--- config.mk ---
export PLATFORM = sky130hd
export DESIGN_NAME = mux_scan_sampler
export DESIGN_NICKNAME = d
export VERILOG_FILES = /design/src/rtl/mux_scan_sampler.sv
export SDC_FILE = /design/constraint.sdc
export NUM_CORES = 1
export LEC_CHECK = 0
export BUFFER_PORTS_ARGS = -buffer_cell sky130_fd_sc_hd__buf_2
export CORE_UTILIZATION = 49
export CTS_BUF_LIST = sky130_fd_sc_hd__clkbuf_16
export DETAILED_ROUTE_END_ITERATION = 10
export GPL_TIMING_DRIVEN = 0
export PLACE_DENSITY_LB_ADDON = 0.12
export REMOVE_ABC_BUFFERS = 1
export SKIP_LAST_GASP = 1
export SLEW_MARGIN = 40
export SYNTH_ARGS = -nofsm -noshare
export SYNTH_HDL_FRONTEND = slang
export SYNTH_SLANG_ARGS = --single-unit
--- constraint.sdc ---
create_clock -name clk -period 1.6 [get_ports clk]
set_input_delay 0.32 -clock clk [delete_from_list [all_inputs] [get_ports clk]]
set_output_delay 0.32 -clock clk [all_outputs]
set_load 0.02 [all_outputs]
--- src/rtl/mux_scan_sampler.sv ---
// Scans a 4:1 mux through channels 0..3 and presents the sampled word over valid/ready.
// Define MUX_SCAN_CONTINUOUS_EN to restart a scan at every handshake regardless of start.
module mux_scan_sampler #(
  parameter int SETTLE_CYCLES = 2
) (
  input  logic       clk,
  input  logic       reset,
  input  logic       start,
  input  logic       muxout,
  output logic       address0,
  output logic       address1,
  output logic       busy,
  output logic [3:0] word,
  output logic       word_valid,
  input  logic       word_ready
);

  typedef enum logic [1:0] {
    IDLE,
    SETTLE,
    PRESENT
  } state_t;

  localparam logic [3:0] LAST = 4'(SETTLE_CYCLES - 1);

  state_t     state;
  logic [1:0] idx;
  logic [1:0] nidx;
  logic [3:0] cnt;
  logic [3:0] assembly;
  logic       restart;

  assign nidx = idx + 2'd1;

`ifdef MUX_SCAN_CONTINUOUS_EN
  assign restart = 1'b1;
`else
  assign restart = start;
`endif

  always_ff @(posedge clk or posedge reset) begin
    if (reset) begin
      state      <= IDLE;
      idx        <= 2'd0;
      cnt        <= 4'd0;
      address0   <= 1'b0;
      address1   <= 1'b0;
      busy       <= 1'b0;
      word       <= 4'b0000;
      word_valid <= 1'b0;
      assembly   <= 4'b0000;
    end else begin
      case (state)
        IDLE: begin
          if (start) begin
            state    <= SETTLE;
            idx      <= 2'd0;
            cnt      <= 4'd0;
            address0 <= 1'b0;
            address1 <= 1'b0;
            busy     <= 1'b1;
            assembly <= 4'b0000;
          end
        end
        SETTLE: begin
          if (cnt == LAST) begin
            cnt           <= 4'd0;
            assembly[idx] <= muxout;
            if (idx != 2'd3) begin
              idx      <= nidx;
              address0 <= nidx[0];
              address1 <= nidx[1];
            end else begin
              // final sample goes straight into word alongside the first three
              word       <= {muxout, assembly[2:0]};
              word_valid <= 1'b1;
              idx        <= 2'd0;
              address0   <= 1'b0;
              address1   <= 1'b0;
              state      <= PRESENT;
            end
          end else begin
            cnt <= cnt + 4'd1;
          end
        end
        PRESENT: begin
          if (word_valid && word_ready) begin
            word_valid <= 1'b0;
            if (restart) begin
              state    <= SETTLE;
              idx      <= 2'd0;
              cnt      <= 4'd0;
              assembly <= 4'b0000;
            end else begin
              state <= IDLE;
              busy  <= 1'b0;
            end
          end
        end
        default: begin
          state <= IDLE;
          busy  <= 1'b0;
        end
      endcase
    end
  end

endmodule

==> results by group, run 1 <==
Status
  – Status: finished with violations
  – Failing checks: negative setup slack

Final layout
  – Nets: about 130
  – Share of layout cells above drive strength 1: roughly 50%
  – Non-Filler Instances: around 140
  – N_diodes: 0
  – Layout Area Growth over Synthesis: 40.9%

Route
  – Violation count after the first detailed-route iteration: 8
  – Routed vias/inst: ~5.5
  – Drt first pass iters: 4
  – Vias post-DR: 765
  – WL/cell: between 15 and 20 µm
  – Antenna Nets Post-Route: 0
  – Final WL: ~2100 µm
  – DRC Markers: 0

Power
  – Power per cell area: 2130 nW/µm²
  – Max VDD drop: around 0.0013 V
  – Lkg Pwr: around 0.66 nW

STA
  – Post-layout min period: about 1.7 ns
  – Setup ws final: -0.105 ns
  – Slew Limit Fails: 0
  – Worst-Margin Slew: a little under 0.7 ns
  – Max Freq: ~600 MHz
  – Period utilization: 107%
  – Clock skew: approximately 0.0028 ns
  – Hold WS: a little under 0.08 ns
  – Slew margin rel.: a little over half
  – Final hold vios: 0
  – Setup repair after global routing missed its margin: yes
  – Final setup viols: 12

Floorplanning
  – Height of the die: 46.3 µm
  – Core area: around 1800 µm²
  – Die Area: 2140 µm²
  – Die width: around 46 µm
  – Core Rows: 15
  – Initial core utilization: between 50% and 60%
  – I/O pins: 13

CTS
  – CTS Hold Buffers Added: 0
  – CTS sink count: 19
  – CTS root buf: clkbuf_16
  – H-tree depth: 1
  – Clk slew on worst S/H paths: approximately 0.050 ns
  – CTS max path bufs: 2
  – CTS tree: yes
  – CTS Buf Count: 3
  – Clock Latency Late Sink: around 0.25 ns

Synthesis
  – Mapped Area: 960 µm²
  – Synth unique cells: 29
  – Post-synth EDFFs: 0
  – Seq/Total Area, Yosys: 49.5%
  – Flip-flop and latch count after synthesis: 19
  – Simple-gate area share of the yosys netlist: ~14%
  – Count leader, synth: dfrtp_1
  – Synth area leaders: dfrtp_1 50%, ha_1 7.8%, mux2_2 4.7%
  – Largest family of logic cells by synthesized area: compound AO/OA/AOI/OAI gates
  – Yosys warns: 0
  – Compound-Gate Fraction of Synth Area: 15.1%
  – Fraction of registers with async set/reset: 100%
  – Post-Synth Adder-Cell Area: around 8%
  – Mean Syn Cell Area: ~11 µm²
  – Mux cell area share after synthesis: a little under 9%
  – Gate Count Post-Synth: 86
  – Synth Area in XOR/XNOR: 0%
  – Most frequent cells after synthesis: 19 x dfrtp_1, 8 x o21ai_0, 7 x nand2_1
  – Post-synth top area share: between 40 and 50%
  – Synth area leader: dfrtp_1
  – Most used DFF post-synth: dfrtp_1

GRT
  – Gr usage total: about a quarter
  – Global-route wire length before repair: 3380 µm
  – Initial antenna violation count: 0
  – Largest net degree at the start of global routing: 20
  – Vias in the first global route: ~730
  – Total grt overflow: 0

Placement
  – Placed cells: 121
  – Port bufs: 12
  – Detailed-placement wirelength estimate: roughly 1100 µm
  – Final Wtd Congestion: 0.751

Flow run
  – Max Cap Viol: 0

Worst setup path
  – CP Launch Type: flip-flop
  – Worst path arrival time: around 1.8 ns
  – Critical path capture point type: flip-flop
  – CP max FO: 5
  – Worst endpoint required time: 1.74 ns
  – Critical path type: flip-flop to flip-flop

Min path
  – Hold Crit Class: input port to async pin
==> stage by stage <==
step | total power (W) | setup TNS, ns | instance area [µm²] | util [%] | setup slack, ns
after floorplan | 0.00149 | -0.569 | 941 | - | -0.130
after global placement | 0.00169 | -1.84 | 1030 | 57.9 | -0.281
after detailed placement | 0.00171 | -1.98 | 1030 | 57.9 | -0.296
after CTS | 0.00257 | -1.04 | 1250 | 70.0 | -0.128
after global routing | 0.00305 | -1.44 | 1350 | 75.9 | -0.149
final | 0.00288 | -0.751 | 1350 | 75.9 | -0.105
==> sequential cells by signal, indices dropped and copies added (netlist names) <==
name	flops
cnt	4
word	4
assembly	3
idx	2
state	2
address0	1
address1	1
busy	1
word_valid	1
==> where the power goes <==
| group | leakage [nW] | switching [W] | internal [W] |
|---|---|---|---|
| sequential | 0.232 | 0.000180 | 0.000686 |
| clock | 0.0423 | 0.000176 | 0.000332 |
| combinational | 0.386 | 0.000764 | 0.000745 |
| total | 0.660 | 0.00112 | 0.00176 |
==> layout make-up <==
class	instances	area [µm²]
Clock buffer	3	75.1
Fill cell	120	430
Sequential cell	19	478
Tap cell	25	31.3
Clock inverter	1	3.75
Timing Repair Buffer	25	176
Inverter	6	22.5
Multi-Input combinational cell	60	566
==> worst max-delay path, cell delays in order, from the launching register on <==
cell,delay [ns]
dfrtp_1,0.39
inv_2,0.10
ha_4,0.13
or3b_4,0.40
nor3_4,0.13
buf_6,0.15
mux2_4,0.30
==> timing repair <==
action | in CTS | in global routing
setup endpoints to repair | 17 | 18
pin swaps | 2 | 11
gates cloned | 1 | 0
endpoints found under the hold margin | 0 | 0
buffers inserted | 9 | 4
resized for setup | 16 | 21
==> placed cells by master (no fill, tap or decap), types with 3 or more instances in the layout <==
cell type   n
dfrtp_1    17
o21ai_1     4
nand2_1     6
clkbuf_16   3
mux2i_1     4
buf_4       8
buf_2      12
o21ai_0     3
buf_6       5
inv_1       5
ha_1        5
mux2_4      4
==> path summary, 6_finish.rpt <==
path | to | slack, ns | start | cells past startpoint
hold / removal | word[1]$_DFFE_PP0P_ | 0.08 | reset | 2
max in group asynchronous | state[1]$_DFFE_PP0P_ | 1.16 | reset | 2
setup reg to reg | word[1]$_DFFE_PP0P_ | -0.10 | cnt[1]$_DFFE_PP0P_ | 6
min in group clk | word[3]$_DFFE_PP0P_ | 0.32 | muxout | 2
setup / recovery | word[1]$_DFFE_PP0P_ | -0.10 | cnt[1]$_DFFE_PP0P_ | 6
hold reg to reg | word[0]$_DFFE_PP0P_ | 0.51 | word[0]$_DFFE_PP0P_ | 1
==> per-layer routing <==
layer	vias to the layer above	track usage, %	wire, µm
met5	-	0	0
met4	0	12.4	65
met3	6	3.53	37
li1	362	-	-
met2	12	37.2	1010
met1	385	30.9	1020
==> cell families (layout without fill, tap and decap cells) <==
| family | Yosys count | in the layout |
|---|---|---|
| compound gates | 21 | 21 |
| fa+ha+maj | 6 | 6 |
| buf+inv | 8 | 35 |
| flops | 19 | 19 |
| mux | 8 | 8 |
| simple gates | 24 | 25 |
Power figures use the tool's default switching activity.
==> inputs of run 2 (changes only) <==
Settings changed: CORE_MARGIN from default to 10, CORE_UTILIZATION 49 to 54, SKIP_LAST_GASP 1 to default.
Clock period 1.6 ns to 1.9 ns, I/O delays scaled along.
==> run 2 against run 1 <==
  * The run now ends clean
  * Count of clock-buffer cells in the layout stayed put
  * Sequential power shrank 20%
  * Combinational power is 49% lower
  * Die area grew 81%
  * Critical path type unchanged
  * Total power shrank 35%
  * Via count down 13%
  * Clock power shrank 18%
  * Critical path depth shrank 1
  * Critical endpoint unchanged
==> results by group, run 2 (synthesis results as in run 1) <==
STA
  – Slew margin rel.: 53.2% (was 54.1%)
  – Max Freq: 556 MHz (was 587 MHz)
  – Slew Limit Fails: 0 (unchanged)
  – Final setup viols: 0 (was 12)
  – Clock skew: 0.00240 ns (was 0.00285 ns)
  – Setup repair after global routing missed its margin: no (was yes)
  – Post-layout min period: 1.80 ns (was 1.70 ns)
  – Hold WS: 0.235 ns (was 0.0794 ns)
  – Period utilization: 94.6% (was 107%)
  – Setup ws final: 0.102 ns (was -0.105 ns)
  – Worst-Margin Slew: 0.701 ns (was 0.685 ns)
  – Final hold vios: 0 (unchanged)

CTS
  – CTS Buf Count: 3 (unchanged)
  – CTS root buf: clkbuf_16 (unchanged)
  – CTS max path bufs: 2 (unchanged)
  – Clk slew on worst S/H paths: 0.05 ns (about the same)
  – Clock Latency Late Sink: 0.25 ns (about the same)
  – CTS sink count: 19 (unchanged)
  – H-tree depth: 1 (unchanged)
  – CTS Hold Buffers Added: 0 (unchanged)
  – CTS tree: yes (unchanged)

Final layout
  – Commonest cells after routing, fill and taps aside: 19 x dfrtp_1, 12 x buf_2, 8 x o21ai_0, 7 x inv_1, 7 x nand2_1 (was 17 x dfrtp_1, 12 x buf_2, 8 x buf_4, 6 x nand2_1)
  – Top flop regs: cnt x4, word x4, assembly x3 (unchanged)
  – N_diodes: 0 (unchanged)
  – Post-Route Utilization: 65.6% (was 75.9%)
  – Non-Filler Instances: 126 (was 139)
  – Finished Cell Area: 1120 µm² (was 1350 µm²)
  – Share of layout cells above drive strength 1: 28.7% (was 49.1%)
  – Nets: 113 (was 126)
  – Commonest non-fill, non-tap cell in the layout: dfrtp_1 (unchanged)
  – Layout Area Growth over Synthesis: 16.8% (was 40.9%)

GRT
  – Total grt overflow: 0 (unchanged)
  – Initial antenna violation count: 0 (unchanged)
  – Global-route wire length before repair: 2940 µm (was 3380 µm)
  – Vias in the first global route: 701 (was 733)
  – Largest net degree at the start of global routing: 20 (unchanged)
  – Gr usage total: 9.17% (was 23.5%)

Floorplanning
  – Initial core utilization: 56.2% (was 53.8%)
  – Die Area: 3860 µm² (was 2140 µm²)
  – Die width: 62.2 µm (was 46.3 µm)
  – Height of the die: 62.2 µm (was 46.3 µm)
  – Core area: 1710 µm² (was 1780 µm²)
  – Core Rows: 15 (unchanged)
  – I/O pins: 13 (unchanged)

Placement
  – Port bufs: 12 (unchanged)
  – Detailed-placement wirelength estimate: 1270 µm (was 1110 µm)
  – Dpl cell area: 1030 µm² (unchanged)
  – Placed cells: 121 (unchanged)
  – Worst slack, placed: -0.0116 ns (was -0.296 ns)
  – Final Wtd Congestion: 0.812 (was 0.751)

Power
  – Power per cell area: 1680 nW/µm² (was 2130 nW/µm²)
  – Max VDD drop: 0.000866 V (was 0.00134 V)
  – Lkg Pwr: 0.567 nW (was 0.660 nW)

Worst setup path
  – Critical path capture point type: flip-flop (unchanged)
  – Worst path arrival time: 1.93 ns (was 1.84 ns)
  – Reg2reg setup slack: 0.10 ns (was -0.10 ns)
  – Critical path type: flip-flop to flip-flop (unchanged)
  – CP endpoint: word[1]$_DFFE_PP0P_ (unchanged)
  – Reg2Reg Launch Point: cnt[1]$_DFFE_PP0P_ (unchanged)
  – Worst endpoint required time: 2.03 ns (was 1.74 ns)
  – RR Endpoint: word[1]$_DFFE_PP0P_ (unchanged)
  – CP Launch Type: flip-flop (unchanged)
  – Crit path launch: cnt[1]$_DFFE_PP0P_ (unchanged)
  – Cell count of the worst reg-to-reg path: 5 (was 6)
  – CP max FO: 7 (was 5)

Route
  – Routed vias/inst: 5.28 (was 5.50)
  – Final WL: 1700 µm (was 2140 µm)
  – WL/cell: 13.5 µm (was 15.4 µm)
  – Drt first pass iters: 4 (unchanged)
  – Antenna Nets Post-Route: 0 (unchanged)
  – Vias post-DR: 665 (was 765)
  – DRC Markers: 0 (unchanged)
  – Violation count after the first detailed-route iteration: 9 (was 8)

Flow run
  – Max Cap Viol: 0 (unchanged)

Status
  – Status: complete, no violations (was finished with violations)

Min path
  – Hold Crit Class: input port to async pin (unchanged)
run 2: cell types whose count changed in the layout (fill, tap and decap cells not counted), moves of 2 or more:
cell     delta
o21ai_0     +5
inv_1       +2
dfrtp_2     -2
nor2_1      +2
nand3_2     -2
nand2_8     -2
mux2_2      +4
dfrtp_1     +2
nand3_1     +3
mux2_4      -4
buf_4       -7
o21ai_1     -4
buf_6       -5
run 2: power by group:
part | switching, W | internal (W) | leakage [nW]
logic | 0.000443 | 0.000326 | 0.290
registers | 0.000120 | 0.000575 | 0.235
clock network | 0.000138 | 0.000280 | 0.0423
total | 0.000700 | 0.00118 | 0.567
run 2: what timing repair did:
item,in CTS,in global routing
buffers inserted,1,0
pin swaps,1,1
cloned,0,0
setup endpoints to repair,4,4
gates resized for setup,1,0
hold endpoints to repair,0,0
run 2: layout make-up:
cell class / instances / area [µm²]
Clock inverter: 1 / 3.75
Inverter: 6 / 22.5
Timing Repair Buffer: 13 / 67.6
Tap cell: 25 / 31.3
Multi-Input combinational cell: 59 / 445
Clock buffer: 3 / 75.1
Sequential cell: 19 / 475
Fill cell: 135 / 587
run 2: worst min path at each step:
stage	endpoint	start	slack, ns
finish	word[2]$_DFFE_PP0P_	reset	0.23
global route	word[2]$_DFFE_PP0P_	reset	0.29
CTS	cnt[0]$_DFFE_PP0P_	reset	0.26
detailed placement	word[0]$_DFFE_PP0P_	word[0]$_DFFE_PP0P_	0.49
global placement	word[3]$_DFFE_PP0P_	word[3]$_DFFE_PP0P_	0.48
floorplan	address0$_DFFE_PP0P_	reset	0.33
run 2: stage by stage:
step           setup TNS [ns]  total power, W
2_1_floorplan               0         0.00125
3_3_place_gp                0         0.00143
3_5_place_dp          -0.0218         0.00146
4_1_cts                     0         0.00191
5_1_grt                     0         0.00204
6_report                    0         0.00188
run 2: critical path, cell delays in order, from the launching register on:
cell and delay, ns:
dfrtp_1 0.38, inv_1 0.08, ha_1 0.14, or3b_4 0.43, nor3_4 0.27, mux2_2 0.38
run 2: routing by layer:
metal	up-vias	part of all wire (%)	GRT usage, %
met5	-	0	0
met4	0	2.5	6.00
met3	5	4.4	2.87
met2	12	47	14.5
met1	315	46	10.4
li1	333	-	-
==> inputs of run 3 (changes only) <==
--- a/config.mk
+++ b/config.mk
@@ -12,3 +12,2 @@
 export DETAILED_ROUTE_END_ITERATION = 10
-export GPL_TIMING_DRIVEN = 0
 export PLACE_DENSITY_LB_ADDON = 0.12
--- a/constraint.sdc
+++ b/constraint.sdc
@@ -3,2 +3,2 @@
 set_output_delay 0.38 -clock clk [all_outputs]
-set_load 0.02 [all_outputs]
+set_load 0.005 [all_outputs]
==> run 3 against run 2 <==
  * Global-route usage is 0.32 points higher
  * Die area stayed put
  * Fmax about the same
  * First-iteration DRC count is 11% lower
  * Clock skew down 0.0019 ns
  * Final cell count is 3.2% higher
  * Non-clock buffer count grew 4
==> results by group, run 3 (synthesis results as in run 1) <==
Power
  – Clk pwr share: 23.4% (was 22.2%)
  – Max VDD drop: 0.000903 V (was 0.000866 V)
  – Lkg Pwr: 0.588 nW (was 0.567 nW)
  – Internal: 0.00121 W (was 0.00118 W)
  – Power per cell area: 1610 nW/µm² (was 1680 nW/µm²)
  – Net switching power: 0.000645 W (was 0.000700 W)
  – Comb power frac: 38.5% (was 40.9%)
  – Sw frac: 34.8% (was 37.2%)
  – Sequential power share: 38.0% (was 36.9%)
  – Post-layout power: 0.00185 W (was 0.00188 W)

STA
  – Slew margin rel.: 52.2% (was 53.2%)
  – Final hold vios: 0 (unchanged)
  – Hold WS: 0.235 ns (about the same)
  – Slew Limit Fails: 0 (unchanged)
  – Clock skew: 0.000487 ns (was 0.00240 ns)
  – Final setup viols: 0 (unchanged)
  – Max Freq: 556 MHz (about the same)
  – Setup repair after global routing missed its margin: no (unchanged)
  – Worst-Margin Slew: 0.716 ns (was 0.701 ns)
  – Period utilization: 94.6% (about the same)
  – Post-layout min period: 1.80 ns (about the same)
  – TNS Setup: 0 ns (unchanged)

Floorplanning
  – Core Rows: 15 (unchanged)
  – Core area: 1710 µm² (unchanged)
  – Height of the die: 62.2 µm (unchanged)
  – Die Area: 3860 µm² (unchanged)
  – Die width: 62.2 µm (unchanged)
  – Initial core utilization: 56.2% (unchanged)
  – I/O pins: 13 (unchanged)

CTS
  – CTS Buf Count: 3 (unchanged)
  – CTS tree: yes (unchanged)
  – CTS root buf: clkbuf_16 (unchanged)
  – CTS Hold Buffers Added: 0 (unchanged)
  – Clock Latency Late Sink: 0.25 ns (about the same)
  – H-tree depth: 1 (unchanged)
  – Clk slew on worst S/H paths: 0.05 ns (about the same)
  – CTS sink count: 19 (unchanged)
  – CTS max path bufs: 2 (unchanged)

Final layout
  – FILL cells: 130 (was 135)
  – N_diodes: 0 (unchanged)
  – Nets: 117 (was 113)
  – Commonest cells after routing, fill and taps aside: 19 x dfrtp_1, 12 x buf_2, 8 x o21ai_0, 7 x nand2_1 (was 19 x dfrtp_1, 12 x buf_2, 8 x o21ai_0, 7 x inv_1, 7 x nand2_1)
  – Share of layout cells above drive strength 1: 32.4% (was 28.7%)
  – Layout Area Growth over Synthesis: 20.1% (was 16.8%)
  – Top flop regs: cnt x4, word x4, assembly x3 (unchanged)
  – Post-Route Utilization: 67.5% (was 65.6%)
  – Commonest non-fill, non-tap cell in the layout: dfrtp_1 (unchanged)

Worst setup path
  – Worst path arrival time: 1.93 ns (about the same)
  – RR Endpoint: word[0]$_DFFE_PP0P_ (was word[1]$_DFFE_PP0P_)
  – Worst endpoint required time: 2.03 ns (about the same)
  – Reg2reg setup slack: 0.10 ns (about the same)
  – CP Launch Type: flip-flop (unchanged)
  – Critical path type: flip-flop to flip-flop (unchanged)
  – Reg2Reg Launch Point: cnt[1]$_DFFE_PP0P_ (unchanged)
  – Slowest stage delay, CP: 0.40 ns (was 0.43 ns)
  – Critical path capture point type: flip-flop (unchanged)
  – Critical path's slowest cell: or3b_4 (unchanged)
  – Cell breakdown of the critical path: inv_1 > ha_1 > or3b_4 > nor3_4 > mux2_2 (unchanged)
  – Cell count of the worst reg-to-reg path: 5 (unchanged)
  – CP max FO: 5 (was 7)

GRT
  – Gr usage total: 9.49% (was 9.17%)
  – Global-route wire length before repair: 2990 µm (was 2940 µm)
  – Largest net degree at the start of global routing: 20 (unchanged)
  – Total grt overflow: 0 (unchanged)
  – Vias in the first global route: 649 (was 701)
  – Initial antenna violation count: 0 (unchanged)

Route
  – Vias post-DR: 680 (was 665)
  – Final WL: 1850 µm (was 1700 µm)
  – DRC Markers: 0 (unchanged)
  – Violation count after the first detailed-route iteration: 8 (was 9)
  – WL/cell: 14.2 µm (was 13.5 µm)
  – Drt first pass iters: 3 (was 4)
  – Antenna Nets Post-Route: 0 (unchanged)
  – Routed vias/inst: 5.23 (was 5.28)

Placement
  – Port bufs: 12 (unchanged)
  – Detailed-placement wirelength estimate: 1320 µm (was 1270 µm)
  – Final Wtd Congestion: 0.781 (was 0.812)

Flow run
  – Max Cap Viol: 0 (unchanged)

Status
  – Status: complete, no violations (unchanged)

Min path
  – Hold Crit Class: input port to async pin (unchanged)
-- run 3: repair_timing --
action	CTS	global route
endpoints found under the setup margin	0	4
resized for setup	0	1
endpoints found under the hold margin	0	0
setup buffers	0	2
-- run 3: worst max-delay path by stage --
stage                            start                  end  slack, ns
floorplan           cnt[1]$_DFFE_PP0P_  word[3]$_DFFE_PP0P_       0.17
global placement    cnt[1]$_DFFE_PP0P_  word[1]$_DFFE_PP0P_       0.14
detailed placement  cnt[1]$_DFFE_PP0P_  word[2]$_DFFE_PP0P_       0.09
CTS                 cnt[1]$_DFFE_PP0P_  word[0]$_DFFE_PP0P_       0.08
global route        cnt[1]$_DFFE_PP0P_  word[2]$_DFFE_PP0P_       0.04
finish              cnt[1]$_DFFE_PP0P_  word[0]$_DFFE_PP0P_       0.10
-- run 3: critical path, delay by kind of cell, from the launching register on --
kind / cells / cell delay, ns
AND/OR/NAND/NOR: 2 / 0.70
flip-flops: 1 / 0.39
adder cells (fa/ha/maj): 1 / 0.13
multiplexers: 1 / 0.38
buffers and inverters: 1 / 0.08
-- run 3: layout make-up --
| class | count | area, µm² | area share [%] |
|---|---|---|---|
| sequential | 19 | 475 | 41.3 |
| tap | 25 | 31.3 | 2.71 |
| timing repair buffer | 17 | 97.6 | 8.47 |
| inverter | 6 | 22.5 | 1.95 |
| multi-input combinational | 59 | 445 | 38.7 |
| clock inverter | 1 | 5.00 | 0.434 |
| clock buffer | 3 | 75.1 | 6.51 |
-- run 3: power groups by stage --
stage	clock, W	sequential (W)	combinational [W]
after floorplan	0	0.000691	0.000474
final	0.000434	0.000705	0.000714
after global routing	0.000461	0.000731	0.000805
after detailed placement	0	0.000709	0.000698
after CTS	0.000442	0.000705	0.000705
after global placement	0	0.000698	0.000679
-- run 3: routing by layer --
layer	up-vias	wire, µm	track usage (%)
met5	-	0	0
met3	5	64	2.51
li1	341	-	-
met2	10	868	14.6
met1	324	872	11.4
met4	0	44	6.00
-- run 3: stage by stage --
stage / worst slack (ns) / cells / area, µm²
finish: 0.102 / 130 / 1150
global route: 0.0361 / 130 / 1150
CTS: 0.0826 / 128 / 1130
detailed placement: 0.0869 / 124 / 1050
global placement: 0.136 / 124 / 1050
floorplan: 0.170 / 84 / 941
